File: config.mk
export PLATFORM = sky130hd
export DESIGN_NAME = rx_lane_router_flat
export DESIGN_NICKNAME = d
export VERILOG_FILES = /design/src/rtl/rx_lane_router_if.sv /design/src/rtl/rx_lane_router.sv /design/src/flat_wrapper.sv
export SDC_FILE = /design/constraint.sdc
export NUM_CORES = 1
export LEC_CHECK = 0
export ABC_AREA = 1
export CORE_AREA = 5 5 348 350
export CTS_CLUSTER_SIZE = 40
export DETAILED_ROUTE_END_ITERATION = 10
export DIE_AREA = 0 0 353 355
export PLACE_DENSITY_LB_ADDON = 0.2
export SYNTH_ARGS = -nofsm -noshare
export SYNTH_HDL_FRONTEND = slang
export SYNTH_SLANG_ARGS = --single-unit
File: constraint.sdc
create_clock -name clock -period 2.4 [get_ports clock]
set_input_delay 0.36 -clock clock [delete_from_list [all_inputs] [get_ports clock]]
set_output_delay 0.36 -clock clock [all_outputs]
set_load 0.1 [all_outputs]
File: src/rtl/rx_lane_router_if.sv
// ---------------------------------------------------------------------------
// rx_lane_router_if
// Configuration handshake between a controller and rx_lane_router.
//
// Signals:
//   cfg_valid  - controller presents a source-change request
//   cfg_ready  - router can accept a request this cycle
//   cfg_dac    - target DAC index of the request
//   cfg_source - requested source (0 DSP, 1 ADC loopback, 2 ramp, 3 zero)
//   cfg_error  - one-cycle pulse when a request names a nonexistent DAC
//
// Modports:
//   master - request side (controller / testbench)
//   slave  - router side
// ---------------------------------------------------------------------------
interface rx_lane_router_if;
  logic       cfg_valid;
  logic       cfg_ready;
  logic [1:0] cfg_dac;
  logic [1:0] cfg_source;
  logic       cfg_error;

  modport master (
    output cfg_valid,
    output cfg_dac,
    output cfg_source,
    input  cfg_ready,
    input  cfg_error
  );

  modport slave (
    input  cfg_valid,
    input  cfg_dac,
    input  cfg_source,
    output cfg_ready,
    output cfg_error
  );
endinterface

File: src/rtl/rx_lane_router.sv
// ---------------------------------------------------------------------------
// rx_lane_router
// Routes one of four sources onto each DAC stream: the DSP core output, a
// registered ADC loopback, a free-running ramp, or zero. Changing a DAC's
// source mutes that DAC for MUTE_CYCLES edges before the new source is
// committed, so the analog path never sees an abrupt source splice.
//
// Ports:
//   clock      - single rising-edge clock
//   reset_n    - asynchronous active-low reset
//   adc_data   - ADC lanes, lane i at [SW*(i+1)-1 : SW*i]
//   dsp_data   - DSP lanes, DAC d lane i at slice (d*NL+i)
//   cfg        - configuration handshake (slave modport)
//   dac_data   - registered DAC lanes, same slicing as dsp_data
//   dac_source - committed source per DAC, DAC d at [2d+1:2d]
// ---------------------------------------------------------------------------
module rx_lane_router #(
  parameter int NUMBER_OF_LINE = 8,
  parameter int SAMPLE_WIDTH   = 16,
  parameter int NUMBER_OF_DAC  = 3,
  parameter int MUTE_CYCLES    = 16
) (
  input  logic                                                 clock,
  input  logic                                                 reset_n,
  input  logic [SAMPLE_WIDTH*NUMBER_OF_LINE-1:0]               adc_data,
  input  logic [SAMPLE_WIDTH*NUMBER_OF_LINE*NUMBER_OF_DAC-1:0] dsp_data,
  rx_lane_router_if.slave                                      cfg,
  output logic [SAMPLE_WIDTH*NUMBER_OF_LINE*NUMBER_OF_DAC-1:0] dac_data,
  output logic [2*NUMBER_OF_DAC-1:0]                           dac_source
);

  localparam int SW = SAMPLE_WIDTH;
  localparam int NL = NUMBER_OF_LINE;
  localparam int LW = SW * NL;
  localparam int TW = LW * NUMBER_OF_DAC;

  localparam logic [1:0] IDLE   = 2'd0;
  localparam logic [1:0] MUTE   = 2'd1;
  localparam logic [1:0] COMMIT = 2'd2;

  localparam logic [7:0] MUTE_LOAD = 8'(MUTE_CYCLES - 1);

  logic [LW-1:0] adc_q;
  logic [SW-1:0] ramp_base;
  logic [1:0]    state;
  logic [1:0]    next_state;
  logic [7:0]    mute_cnt;
  logic [7:0]    next_cnt;
  logic [1:0]    target_dac;
  logic [1:0]    target_src;
  logic          accept;
  logic          dac_in_range;
  logic          start_switch;
  logic [1:0]    cur_src;
  logic [TW-1:0] dac_next;

  assign accept = cfg.cfg_valid && cfg.cfg_ready;

  // Classify an accepted request: out-of-range DAC, no-op (source already
  // committed), or a real switch that has to go through the mute sequence.
  always_comb begin
    dac_in_range = (int'(cfg.cfg_dac) < NUMBER_OF_DAC);
    cur_src      = 2'd0;
    for (int d = 0; d < NUMBER_OF_DAC; d++) begin
      if (cfg.cfg_dac == 2'(d)) begin
        cur_src = dac_source[2*d +: 2];
      end
    end
    start_switch = accept && dac_in_range && (cfg.cfg_source != cur_src);
  end

  // The counter is loaded with MUTE_CYCLES-1 and MUTE is left when it reads
  // zero, which gives exactly MUTE_CYCLES muted edges.
  always_comb begin
    next_state = state;
    next_cnt   = mute_cnt;
    case (state)
      IDLE: begin
        if (start_switch) begin
          next_state = MUTE;
          next_cnt   = MUTE_LOAD;
        end
      end
      MUTE: begin
        if (mute_cnt == 8'd0) begin
          next_state = COMMIT;
        end else begin
          next_cnt = mute_cnt - 8'd1;
        end
      end
      COMMIT:  next_state = IDLE;
      default: next_state = IDLE;
    endcase
  end

  // cfg_ready is registered so it stays low throughout reset and rises on the
  // first edge afterwards; it tracks whether the FSM is heading into IDLE.
  always_ff @(posedge clock or negedge reset_n) begin
    if (!reset_n) begin
      state         <= IDLE;
      mute_cnt      <= 8'd0;
      target_dac    <= 2'd0;
      target_src    <= 2'd0;
      cfg.cfg_ready <= 1'b0;
      cfg.cfg_error <= 1'b0;
      dac_source    <= '0;
    end else begin
      state         <= next_state;
      mute_cnt      <= next_cnt;
      cfg.cfg_ready <= (next_state == IDLE);
      cfg.cfg_error <= accept && !dac_in_range;
      if (start_switch) begin
        target_dac <= cfg.cfg_dac;
        target_src <= cfg.cfg_source;
      end
      if (state == COMMIT) begin
        for (int d = 0; d < NUMBER_OF_DAC; d++) begin
          if (target_dac == 2'(d)) begin
            dac_source[2*d +: 2] <= target_src;
          end
        end
      end
    end
  end

  // Source mux. During COMMIT the target already takes its new source so the
  // first post-mute edge carries new data, one cycle before dac_source is
  // visibly updated would otherwise allow.
  always_comb begin
    logic [1:0] src;
    logic       muted;
    dac_next = '0;
    for (int d = 0; d < NUMBER_OF_DAC; d++) begin
      src   = dac_source[2*d +: 2];
      muted = 1'b0;
      if (target_dac == 2'(d)) begin
        if (state == MUTE) begin
          muted = 1'b1;
        end
        if (state == COMMIT) begin
          src = target_src;
        end
      end
      for (int i = 0; i < NL; i++) begin
        if (!muted) begin
          case (src)
            2'd0:    dac_next[(d*NL+i)*SW +: SW] = dsp_data[(d*NL+i)*SW +: SW];
            2'd1:    dac_next[(d*NL+i)*SW +: SW] = adc_q[i*SW +: SW];
            2'd2:    dac_next[(d*NL+i)*SW +: SW] = ramp_base + SW'(i);
            default: dac_next[(d*NL+i)*SW +: SW] = '0;
          endcase
        end
      end
    end
  end

  // Datapath registers: ADC capture, ramp generator and the DAC outputs.
  always_ff @(posedge clock or negedge reset_n) begin
    if (!reset_n) begin
      adc_q     <= '0;
      ramp_base <= '0;
      dac_data  <= '0;
    end else begin
      adc_q     <= adc_data;
      ramp_base <= ramp_base + SW'(NL);
      dac_data  <= dac_next;
    end
  end

endmodule

File: src/flat_wrapper.sv
// flat-port wrapper written by rule: the top's interface ports become plain ports
module rx_lane_router_flat 
#(
  parameter int NUMBER_OF_LINE = 8,
  parameter int SAMPLE_WIDTH   = 16,
  parameter int NUMBER_OF_DAC  = 3,
  parameter int MUTE_CYCLES    = 16
)
  (clock, reset_n, adc_data, dsp_data, dac_data, dac_source, cfg_cfg_valid, cfg_cfg_dac, cfg_cfg_source, cfg_cfg_ready, cfg_cfg_error);
  rx_lane_router_if cfg_i ();
  input  logic clock;
  input  logic reset_n;
  input  logic [SAMPLE_WIDTH*NUMBER_OF_LINE-1:0] adc_data;
  input  logic [SAMPLE_WIDTH*NUMBER_OF_LINE*NUMBER_OF_DAC-1:0] dsp_data;
  output logic [SAMPLE_WIDTH*NUMBER_OF_LINE*NUMBER_OF_DAC-1:0] dac_data;
  output logic [2*NUMBER_OF_DAC-1:0] dac_source;
  input wire logic [$bits(cfg_i.cfg_valid)-1:0] cfg_cfg_valid;
  input wire logic [$bits(cfg_i.cfg_dac)-1:0] cfg_cfg_dac;
  input wire logic [$bits(cfg_i.cfg_source)-1:0] cfg_cfg_source;
  output wire logic [$bits(cfg_i.cfg_ready)-1:0] cfg_cfg_ready;
  output wire logic [$bits(cfg_i.cfg_error)-1:0] cfg_cfg_error;
  assign cfg_i.cfg_valid = cfg_cfg_valid;
  assign cfg_i.cfg_dac = cfg_cfg_dac;
  assign cfg_i.cfg_source = cfg_cfg_source;
  assign cfg_cfg_ready = cfg_i.cfg_ready;
  assign cfg_cfg_error = cfg_i.cfg_error;
  rx_lane_router #(.NUMBER_OF_LINE(NUMBER_OF_LINE), .SAMPLE_WIDTH(SAMPLE_WIDTH), .NUMBER_OF_DAC(NUMBER_OF_DAC), .MUTE_CYCLES(MUTE_CYCLES)) u_core (.clock(clock), .reset_n(reset_n), .adc_data(adc_data), .dsp_data(dsp_data), .cfg(cfg_i), .dac_data(dac_data), .dac_source(dac_source));
endmodule
### Word-level counts from Yosys, hierarchy flattened

Index checks and enable logic that the tools add are counted.
Widths: inputs -> output; s select.

| word-level totals | value |
|---|---|
| bits in registers | 550 |
| bits of input ports | 519 |
| output and inout port bits | 392 |
| word-level logic and storage cells | 122 |

| operators by class | value |
|---|---|
| add/sub/neg operators | 9 |
| magnitude comparators | 1 |
| eq/ne operators | 15 |
| muxes and demuxes | 67 |
| reductions and logical operators | 18 |

Operators by type and width:

| cell | count |
|---|---|
| $pmux 16 s3 | 24 |
| $mux 16 | 24 |
| $add 16x3->16 const B | 4 |
| $add 16x2->16 const B | 2 |
| $mux 2 | 11 |
| $add 16x1->16 const B | 1 |
| $add 16x4->16 const B | 1 |
| $mux 8 | 2 |
| $pmux 8 s2 | 1 |
| $logic_not 2->1 | 7 |
| $eq 2x1->1 const B | 6 |
| $eq 2x2->1 const B | 6 |
| $logic_not 8->1 | 1 |
| $sub 8x1->8 const B | 1 |
| $reduce_and 2->1 | 3 |
| $logic_and 1x1->1 | 4 |
| $mux 1 | 4 |
| $pmux 2 s2 | 1 |
| $reduce_and 3->1 | 1 |
| $lt 2x2->1 const B | 1 |
| $ne 2x1->1 const B | 1 |
| $ne 2x2->1 | 1 |
| $ne 2x2->1 const B | 1 |
| $reduce_bool 2->1 | 1 |
| $logic_not 1->1 | 1 |

### Depth between registers and ports, before layout

Gate-level depths: netlist (run 1).

| logic depth | value |
|---|---|
| word-level depth | 9 |
| gate-level depth with buffers | 13 |
| gate-level depth less buffers | 12 |

### Worst setup path after synthesis (run 1)

Ideal clock, no wire load.

| timing path | value |
|---|---|
| path kind | flip-flop to flip-flop |
| from | register u_core.dac_source[5] |
| to | register u_core.mute_cnt[0] |
| setup time | 118 ps |
| arrival | 2066 ps |
| required time | 2282 ps |
| path slack | 216 ps |
| stages on the path, launching flop included | 12 |
| buffers on the path | 0 |
| clock period less this slack | 2184 ps |
| cells stage by stage | dfrtp_1 -> nand3_1 -> nand3_1 -> nand2_1 -> nand2_1 -> inv_1 -> nand2_1 -> nand2_1 -> nand2_1 -> nand2_1 -> nand2_1 -> nand2_1 |

| on the way | value |
|---|---|
| cells in the longest elaborated chain, start to end | 5 |

Ends and longest elaborated chain:

| item | line | source |
|---|---|---|
| start, declared | rx_lane_router.sv:29 | `output logic [2*NUMBER_OF_DAC-1:0] dac_source` |
| start signal, assigned by index | rx_lane_router.sv:119 | `dac_source[2*d +: 2] <= target_src;` |
| $mux 2 | rx_lane_router.sv:65 | `if (cfg.cfg_dac == 2'(d)) begin` |
| $ne 2x2->1 | rx_lane_router.sv:69 | `start_switch = accept && dac_in_range && (cfg.cfg_source != cur_src);` |
| $logic_and 1x1->1 | rx_lane_router.sv:69 |  |
| $ne 2x1->1 (no line) | - |  |
| $reduce_and 3->1 (no line) | - |  |
| end signal, assigned | rx_lane_router.sv:109 | `mute_cnt <= next_cnt;` |
| end, declared | rx_lane_router.sv:47 | `logic [7:0] mute_cnt;` |

No other way between the ends.
A chain may end at the register's enable or synchronous reset.

### Final worst setup path (run 1)

| timing path | value |
|---|---|
| from | register u_core.state[0] |
| to | register u_core.dac_data[261] |

| on the way | value |
|---|---|
| cells in the longest elaborated chain, start to end | 6 |
| elaborated cells on any way between the ends | 11 |
| those cells by class | 4 x eq/ne; 6 x mux; 1 x reduce/logical |

Ends and longest elaborated chain:

| item | line | source |
|---|---|---|
| start, declared | rx_lane_router.sv:45 | `logic [1:0] state;` |
| start signal, assigned | rx_lane_router.sv:108 | `state <= next_state;` |
| $eq 2x2->1 | rx_lane_router.sv:140 | `if (state == COMMIT) begin` |
| $mux 2 | rx_lane_router.sv:140 |  |
| $mux 2 | rx_lane_router.sv:136 | `if (target_dac == 2'(d)) begin` |
| $eq 2x2->1, or another cell as far along | rx_lane_router.sv:146 | `case (src)` |
| $pmux 16 s3 | rx_lane_router.sv:146 |  |
| $mux 16 * | rx_lane_router.sv:145 | `if (!muted) begin` |
| via u_core.dac_next[261] | rx_lane_router.sv:55 | `logic [TW-1:0] dac_next;` |
| end signal, assigned | rx_lane_router.sv:166 | `dac_data <= dac_next;` |
| end, declared | rx_lane_router.sv:28 | `output logic [SAMPLE_WIDTH*NUMBER_OF_LINE*NUMBER_OF_DAC-1:0] dac_data,` |

Mark *: on every way through the listed nets, which the timed path passes. The rest lies on a longest branch.

==> metrics.json, run 1 <==
{
  "outcome": "completed",
  "detail_route.vias_per_cell": 4.152,
  "hold_viol_final": 0,
  "drc": 0,
  "period_share_pct": 92.17,
  "cpMostUsedCell": "sky130_fd_sc_hd__nand2_1",
  "synth.avg_cell_area_um2": 8.452,
  "worstPathBufferInverterCount": 5,
  "final_cells": 5268,
  "dieWidth_um": 353,
  "initialDrtViolationCount": 1335,
  "die_h_um": 355,
  "dp_hpwl_um": 105500,
  "holdWs_ns": 0.1470,
  "clk_latency_ns": 0.65,
  "layout.area.seq_um2": 13690,
  "critical_path_required_ns": 2.91,
  "clk_pin_slew_ns": 0.06,
  "synth_sequential_area_ratio_pct": 61.13,
  "fp.coreArea_um2": 117500,
  "antenna_found_initial": 35,
  "maxCapViolCount": 0,
  "crit_type": "register to register",
  "initial_core_util_pct": 19.06,
  "cp_max_fo": 13,
  "fillCellCount": 12560,
  "fmax_ghz": 0.4521,
  "grt_first_pass_wirelength_um": 187100,
  "ys.warnings.count": 0,
  "cts-root-to-sink-buffers": 3,
  "netlist-cell-type-count": 24,
  "via_count": 21880,
  "io_pins": 911,
  "postRouteAntennaNets": 0,
  "holdCritPathClass": "primary input to register",
  "area.growth.synth_to_final_pct": 61.10,
  "timing.critical_path.max_delay_family": "buffers and inverters",
  "netlist_instances": 2649,
  "multi_input_area_um2": 6897,
  "slowest_delay_ns": 0.44,
  "grt_start_max_net_pins": 71,
  "synth_area_um2": 22390,
  "detail_route.first_pass.iterations": 5,
  "slowest_stage": "sky130_fd_sc_hd__dfrtp_1",
  "cts_htree_levels": 3,
  "ff2ff_setup_slack_ns": 0.19,
  "root_buffer": "sky130_fd_sc_hd__clkbuf_16",
  "worst_setup_path_end_kind": "register",
  "numClockSinks": 547,
  "finalWeightedCongestion": 0.8489,
  "worst_setup_path_start_kind": "register",
  "post_route_cells_drive_above_1_share_pct": 18.44,
  "grt_pass1_vias": 22890,
  "fin_crit_ns": 2.212,
  "place.port_buffers": 910,
  "floorplan.die_area_um2": 125300,
  "crit_path_cell_trace": "nor2_4 -> buf_4 -> nand2_1 -> nand2_1 -> nand2_1 -> inv_1 -> nor2_1 -> buf_6 -> nand2_2 -> buf_4 -> nand3_1 -> nand2_1 -> inv_1",
  "routed_wire_length_per_instance_um": 26.28,
  "globalRouteOverflowTotal": 0,
  "slew_headroom_pct": 38.64,
  "worst_pin_slew_ns": 0.9204,
  "cts_inserted_buffers": 71,
  "worstPathArrival_ns": 2.73,
  "syn_nets": 3170,
  "clock_tree_from_tritoncts": "yes",
  "placed_cells": 5122,
  "nets": 4181,
  "clock-skew-final_ns": 0.02934,
  "timing.final.max_slew_violations": 0,
  "yosys_register_bits": 547,
  "detail_route.wirelength_um": 138400,
  "unrepaired_setup_endpoints_after_global_routing": "false",
  "core.rowCount": 126,
  "final_setup_violations": 0,
  "grtUsageTotal_pct": 21.37
}
-- worst register-to-register path: stages, from the launching register on --
cell,delay (ns)
sky130_fd_sc_hd__dfrtp_1,0.44
sky130_fd_sc_hd__nor2_4,0.14
sky130_fd_sc_hd__buf_4,0.13
sky130_fd_sc_hd__nand2_1,0.10
sky130_fd_sc_hd__nand2_1,0.08
sky130_fd_sc_hd__nand2_1,0.13
sky130_fd_sc_hd__inv_1,0.12
sky130_fd_sc_hd__nor2_1,0.05
sky130_fd_sc_hd__buf_6,0.18
sky130_fd_sc_hd__nand2_2,0.09
sky130_fd_sc_hd__buf_4,0.34
sky130_fd_sc_hd__nand3_1,0.17
sky130_fd_sc_hd__nand2_1,0.08
sky130_fd_sc_hd__inv_1,0.04
-- synth_stat cells --
| cell type | instances | area [um^2] |
|---|---|---|
| sky130_fd_sc_hd__nand2_1 | 1105 | 4148 |
| sky130_fd_sc_hd__dfrtp_1 | 547 | 13690 |
| sky130_fd_sc_hd__inv_1 | 358 | 1344 |
| sky130_fd_sc_hd__nand3_1 | 340 | 1702 |
| sky130_fd_sc_hd__clkbuf_1 | 81 | 304.0 |
| sky130_fd_sc_hd__nor2_1 | 55 | 206.5 |
| sky130_fd_sc_hd__a211oi_1 | 37 | 277.8 |
| sky130_fd_sc_hd__a21oi_1 | 37 | 185.2 |
| sky130_fd_sc_hd__buf_2 | 31 | 155.2 |
| sky130_fd_sc_hd__xor2_1 | 12 | 105.1 |
| sky130_fd_sc_hd__buf_1 | 8 | 30.03 |
| sky130_fd_sc_hd__inv_2 | 7 | 26.28 |
| sky130_fd_sc_hd__o21ai_0 | 7 | 35.03 |
| sky130_fd_sc_hd__buf_4 | 3 | 22.52 |
| sky130_fd_sc_hd__nand4_1 | 3 | 18.77 |
| sky130_fd_sc_hd__nor2_2 | 3 | 18.77 |
| sky130_fd_sc_hd__nor3_1 | 3 | 15.01 |
| sky130_fd_sc_hd__o21ai_2 | 3 | 26.28 |
| sky130_fd_sc_hd__xnor2_1 | 3 | 26.28 |
| sky130_fd_sc_hd__ha_1 | 2 | 25.02 |
| sky130_fd_sc_hd__nand3b_1 | 1 | 7.510 |
| sky130_fd_sc_hd__nor2_4 | 1 | 11.26 |
| sky130_fd_sc_hd__nor4_1 | 1 | 6.260 |
| sky130_fd_sc_hd__or2_2 | 1 | 6.260 |
-- cell usage in the layout, fill, tap and decap left out, types with 6 or more instances in the layout --
| master | count |
|---|---|
| sky130_fd_sc_hd__a21oi_1 | 36 |
| sky130_fd_sc_hd__buf_4 | 503 |
| sky130_fd_sc_hd__clkbuf_16 | 73 |
| sky130_fd_sc_hd__clkbuf_1 | 16 |
| sky130_fd_sc_hd__inv_6 | 6 |
| sky130_fd_sc_hd__clkdlybuf4s50_1 | 517 |
| sky130_fd_sc_hd__nand2_1 | 1093 |
| sky130_fd_sc_hd__nor2_1 | 52 |
| sky130_fd_sc_hd__nand3_1 | 340 |
| sky130_fd_sc_hd__diode_2 | 18 |
| sky130_fd_sc_hd__o21ai_0 | 7 |
| sky130_fd_sc_hd__clkbuf_8 | 12 |
| sky130_fd_sc_hd__clkinv_2 | 11 |
| sky130_fd_sc_hd__bufinv_16 | 7 |
| sky130_fd_sc_hd__a211oi_1 | 37 |
| sky130_fd_sc_hd__buf_12 | 34 |
| sky130_fd_sc_hd__inv_1 | 358 |
| sky130_fd_sc_hd__nand2_2 | 9 |
| sky130_fd_sc_hd__dfrtp_1 | 547 |
| sky130_fd_sc_hd__xor2_1 | 12 |
-- layout make-up --
class                           count  area share [%]
Inverter                          365           3.840
Antenna cell                       18          0.1249
Tap cell                         1536           5.328
Clock inverter                     26           1.020
Timing Repair Buffer             1061           26.93
Clock buffer                      101           5.689
Multi-Input combinational cell   1614           19.12
Sequential cell                   547           37.95
-- stage by stage --
stage               setup slack [ns]  util (%)  TNS (ns)  instance area, um^2
detailed placement           -0.3997     28.57    -23.50                33560
CTS                          0.02455     30.65         0                35990
global route                0.001831     30.70         0                36050
finish                        0.1880     30.71         0                36070
global placement             -0.3835     28.57    -20.16                33560
floorplan                     0.2156         -         0                22390
-- routing by layer --
metal / GRT usage [%] / up-vias / part of all wire, % / wire, um
met5: 0 / - / 0.056 / 78
met4: 9.009 / 12 / 4.3 / 5993
met3: 6.622 / 221 / 8.2 / 11330
met2: 35.14 / 879 / 47 / 65050
met1: 26.04 / 10670 / 40 / 55980
li1: - / 10090 / - / -
-- state kept, by name, summed over array words and instances, names as in the netlist --
signal,cells
u_core.dac_source,6
u_core.adc_q,128
u_core.target_dac,2
u_core.mute_cnt,8
u_core.target_src,2
u_core.ramp_base,13
u_core.state,2
u_core.cfg.cfg_error,1
u_core.dac_data,384
u_core.cfg.cfg_ready,1
-- worst paths after layout --
kind	from	to	depth (start not counted)
max in group asynchronous	reset_n	u_core.dac_data[320]	3
worst max-delay path	u_core.state[0]	u_core.dac_data[261]	13
worst min-delay path	adc_data[78]	u_core.adc_q[78]	1
min in group asynchronous	reset_n	u_core.dac_data[304]	2
worst max register to register	u_core.state[0]	u_core.dac_data[261]	13
worst min register to register	u_core.mute_cnt[2]	u_core.mute_cnt[2]	2
-- what timing repair did --
item	in CTS	in global routing
setup endpoints to repair	104	37
setup buffers	0	0
resized for setup	2	9
hold endpoints to repair	35	0
hold buffers	1	0
pin swaps	0	0
-- logic make-up after synthesis --
| group | Yosys count | synth area share (%) |
|---|---|---|
| AOI/OAI and AO/OA | 84 | 2.341 |
| xor gates and xnor gates | 15 | 0.5868 |
| and+or+nand+nor | 1513 | 27.42 |
| DFF | 547 | 61.13 |
| adders and majority gates | 2 | 0.1117 |
| buffers and inverters | 488 | 8.405 |
Power of run 1 is not shown: default switching activity piles up to over one toggle a cycle in this logic, so the estimate is an artifact.
==> run 2: changes to the inputs <==
Settings changed: PLACE_DENSITY from default to 0.47, PLACE_DENSITY_LB_ADDON 0.2 to default, TNS_END_PERCENT from default to 100.
==> metrics.json, run 2 (synthesis gave the netlist of run 1 again) <==
{
  "post_route_cells_drive_above_1_share_pct": 18.79,
  "numClockSinks": 547,
  "worst_setup_path_end_kind": "register",
  "fillCellCount": 12500,
  "postRouteAntennaNets": 0,
  "grt_first_pass_wirelength_um": 191100,
  "holdCritPathClass": "primary input to register",
  "final_cell_mix": "1099 x sky130_fd_sc_hd__nand2_1, 547 x sky130_fd_sc_hd__dfrtp_1, 517 x sky130_fd_sc_hd__clkdlybuf4s50_1",
  "die_h_um": 355,
  "final_cells": 5291,
  "place.port_buffers": 910,
  "nets": 4205,
  "grt_start_max_net_pins": 80,
  "worstPathArrival_ns": 2.85,
  "cts-root-to-sink-buffers": 3,
  "initial_core_util_pct": 19.06,
  "worst_pin_slew_ns": 0.6216,
  "unrepaired_setup_endpoints_after_global_routing": "true",
  "max_flop_register": "u_core.dac_data",
  "detail_route.wirelength_um": 141800,
  "clock-skew-final_ns": 0.02932,
  "period_share_pct": 97.49,
  "finalWeightedCongestion": 0.8969,
  "root_buffer": "sky130_fd_sc_hd__clkbuf_16",
  "antenna_found_initial": 26,
  "via_count": 22440,
  "maxCapViolCount": 0,
  "fp.coreArea_um2": 117500,
  "grt_pass1_vias": 23060,
  "timing.final.max_slew_violations": 0,
  "grtUsageTotal_pct": 21.82,
  "crit_type": "register to register",
  "cts_htree_levels": 3,
  "final_setup_violations": 0,
  "holdWs_ns": 0.1503,
  "worst_setup_path_start_kind": "register",
  "clk_latency_ns": 0.65,
  "hold_viol_final": 0,
  "area.growth.synth_to_final_pct": 62.98,
  "layout.cells.most_common": "sky130_fd_sc_hd__nand2_1",
  "critical_path_required_ns": 2.91,
  "routed_wire_length_per_instance_um": 26.80,
  "io_pins": 911,
  "dp_hpwl_um": 109600,
  "initialDrtViolationCount": 1811,
  "dieWidth_um": 353,
  "detail_route.first_pass.iterations": 7,
  "slew_headroom_pct": 58.56,
  "largest_register_ffs": 384,
  "worst_setup_slack_after_placement_ns": 0.09084,
  "clock_tree_from_tritoncts": "yes",
  "layout_top_registers": "u_core.dac_data: 384 flops, u_core.adc_q: 128 flops, u_core.ramp_base: 13 flops",
  "globalRouteOverflowTotal": 0,
  "floorplan.die_area_um2": 125300,
  "outcome": "completed",
  "fin_crit_ns": 2.340,
  "fmax_ghz": 0.4274,
  "cts_inserted_buffers": 72,
  "core.rowCount": 126,
  "detail_route.vias_per_cell": 4.240,
  "cp_max_fo": 13,
  "worst_slack_ns": 0.06020,
  "total_negative_slack_for_setup_checks_ns": 0,
  "clk_pin_slew_ns": 0.06,
  "placed_cells": 5144,
  "drc": 0
}
[run 2: worst max-delay path, cell delays in order, from the launching register on]
cell                      delay, ns
sky130_fd_sc_hd__dfrtp_1       0.39
sky130_fd_sc_hd__inv_1         0.05
sky130_fd_sc_hd__nor2_1        0.25
sky130_fd_sc_hd__nand2_1       0.17
sky130_fd_sc_hd__nand2_1       0.10
sky130_fd_sc_hd__nand2_1       0.13
sky130_fd_sc_hd__inv_1         0.10
sky130_fd_sc_hd__nor2_1        0.04
sky130_fd_sc_hd__buf_4         0.20
sky130_fd_sc_hd__nand2_1       0.19
sky130_fd_sc_hd__buf_4         0.28
sky130_fd_sc_hd__nand3_1       0.15
sky130_fd_sc_hd__nand2_1       0.08
sky130_fd_sc_hd__inv_1         0.05
[run 2: repair_timing]
action	CTS	global route
hold endpoints to repair	61	0
buffers inserted	0	1
hold buffers	1	0
resized for setup	0	8
setup endpoints to repair	0	29
[run 2: path summary, 6_finish.rpt]
check | startpoint | end | slack, ns | cells past startpoint
min | adc_data[14] | u_core.adc_q[14] | 0.15 | 1
min in group asynchronous | reset_n | u_core.adc_q[119] | 0.24 | 2
max | u_core.target_dac[1] | u_core.dac_data[371] | 0.06 | 13
max in group asynchronous | reset_n | u_core.dac_data[336] | 1.22 | 3
max reg2reg | u_core.target_dac[1] | u_core.dac_data[371] | 0.06 | 13
min reg2reg | u_core.mute_cnt[1] | u_core.mute_cnt[1] | 0.47 | 2
[run 2: through the flow]
| stage | instance area, um^2 | util (%) |
|---|---|---|
| 2_1_floorplan | 22390 | - |
| 3_3_place_gp | 33880 | 28.84 |
| 3_5_place_dp | 33880 | 28.84 |
| 4_1_cts | 36400 | 30.99 |
| 5_1_grt | 36480 | 31.06 |
| 6_report | 36490 | 31.07 |
[run 2: final cells by class]
class | instances | area [um^2] | area share, %
Timing Repair Buffer | 1084 | 10070 | 27.59
Tap cell | 1536 | 1922 | 5.267
Sequential cell | 547 | 13690 | 37.51
Antenna cell | 18 | 45.04 | 0.1234
Clock buffer | 102 | 2085 | 5.712
Inverter | 365 | 1383 | 3.789
Multi-Input combinational cell | 1614 | 6869 | 18.82
Clock inverter | 25 | 430.4 | 1.179
[run 2: per-layer routing]
| layer | global-route usage (%) | share of wire [%] |
|---|---|---|
| met1 | 26.81 | 40 |
| met2 | 36.50 | 48 |
| met3 | 5.827 | 8.0 |
| met4 | 8.823 | 4.2 |
| met5 | 0 | 0.0092 |
Power of run 2 is left out for the same reason.
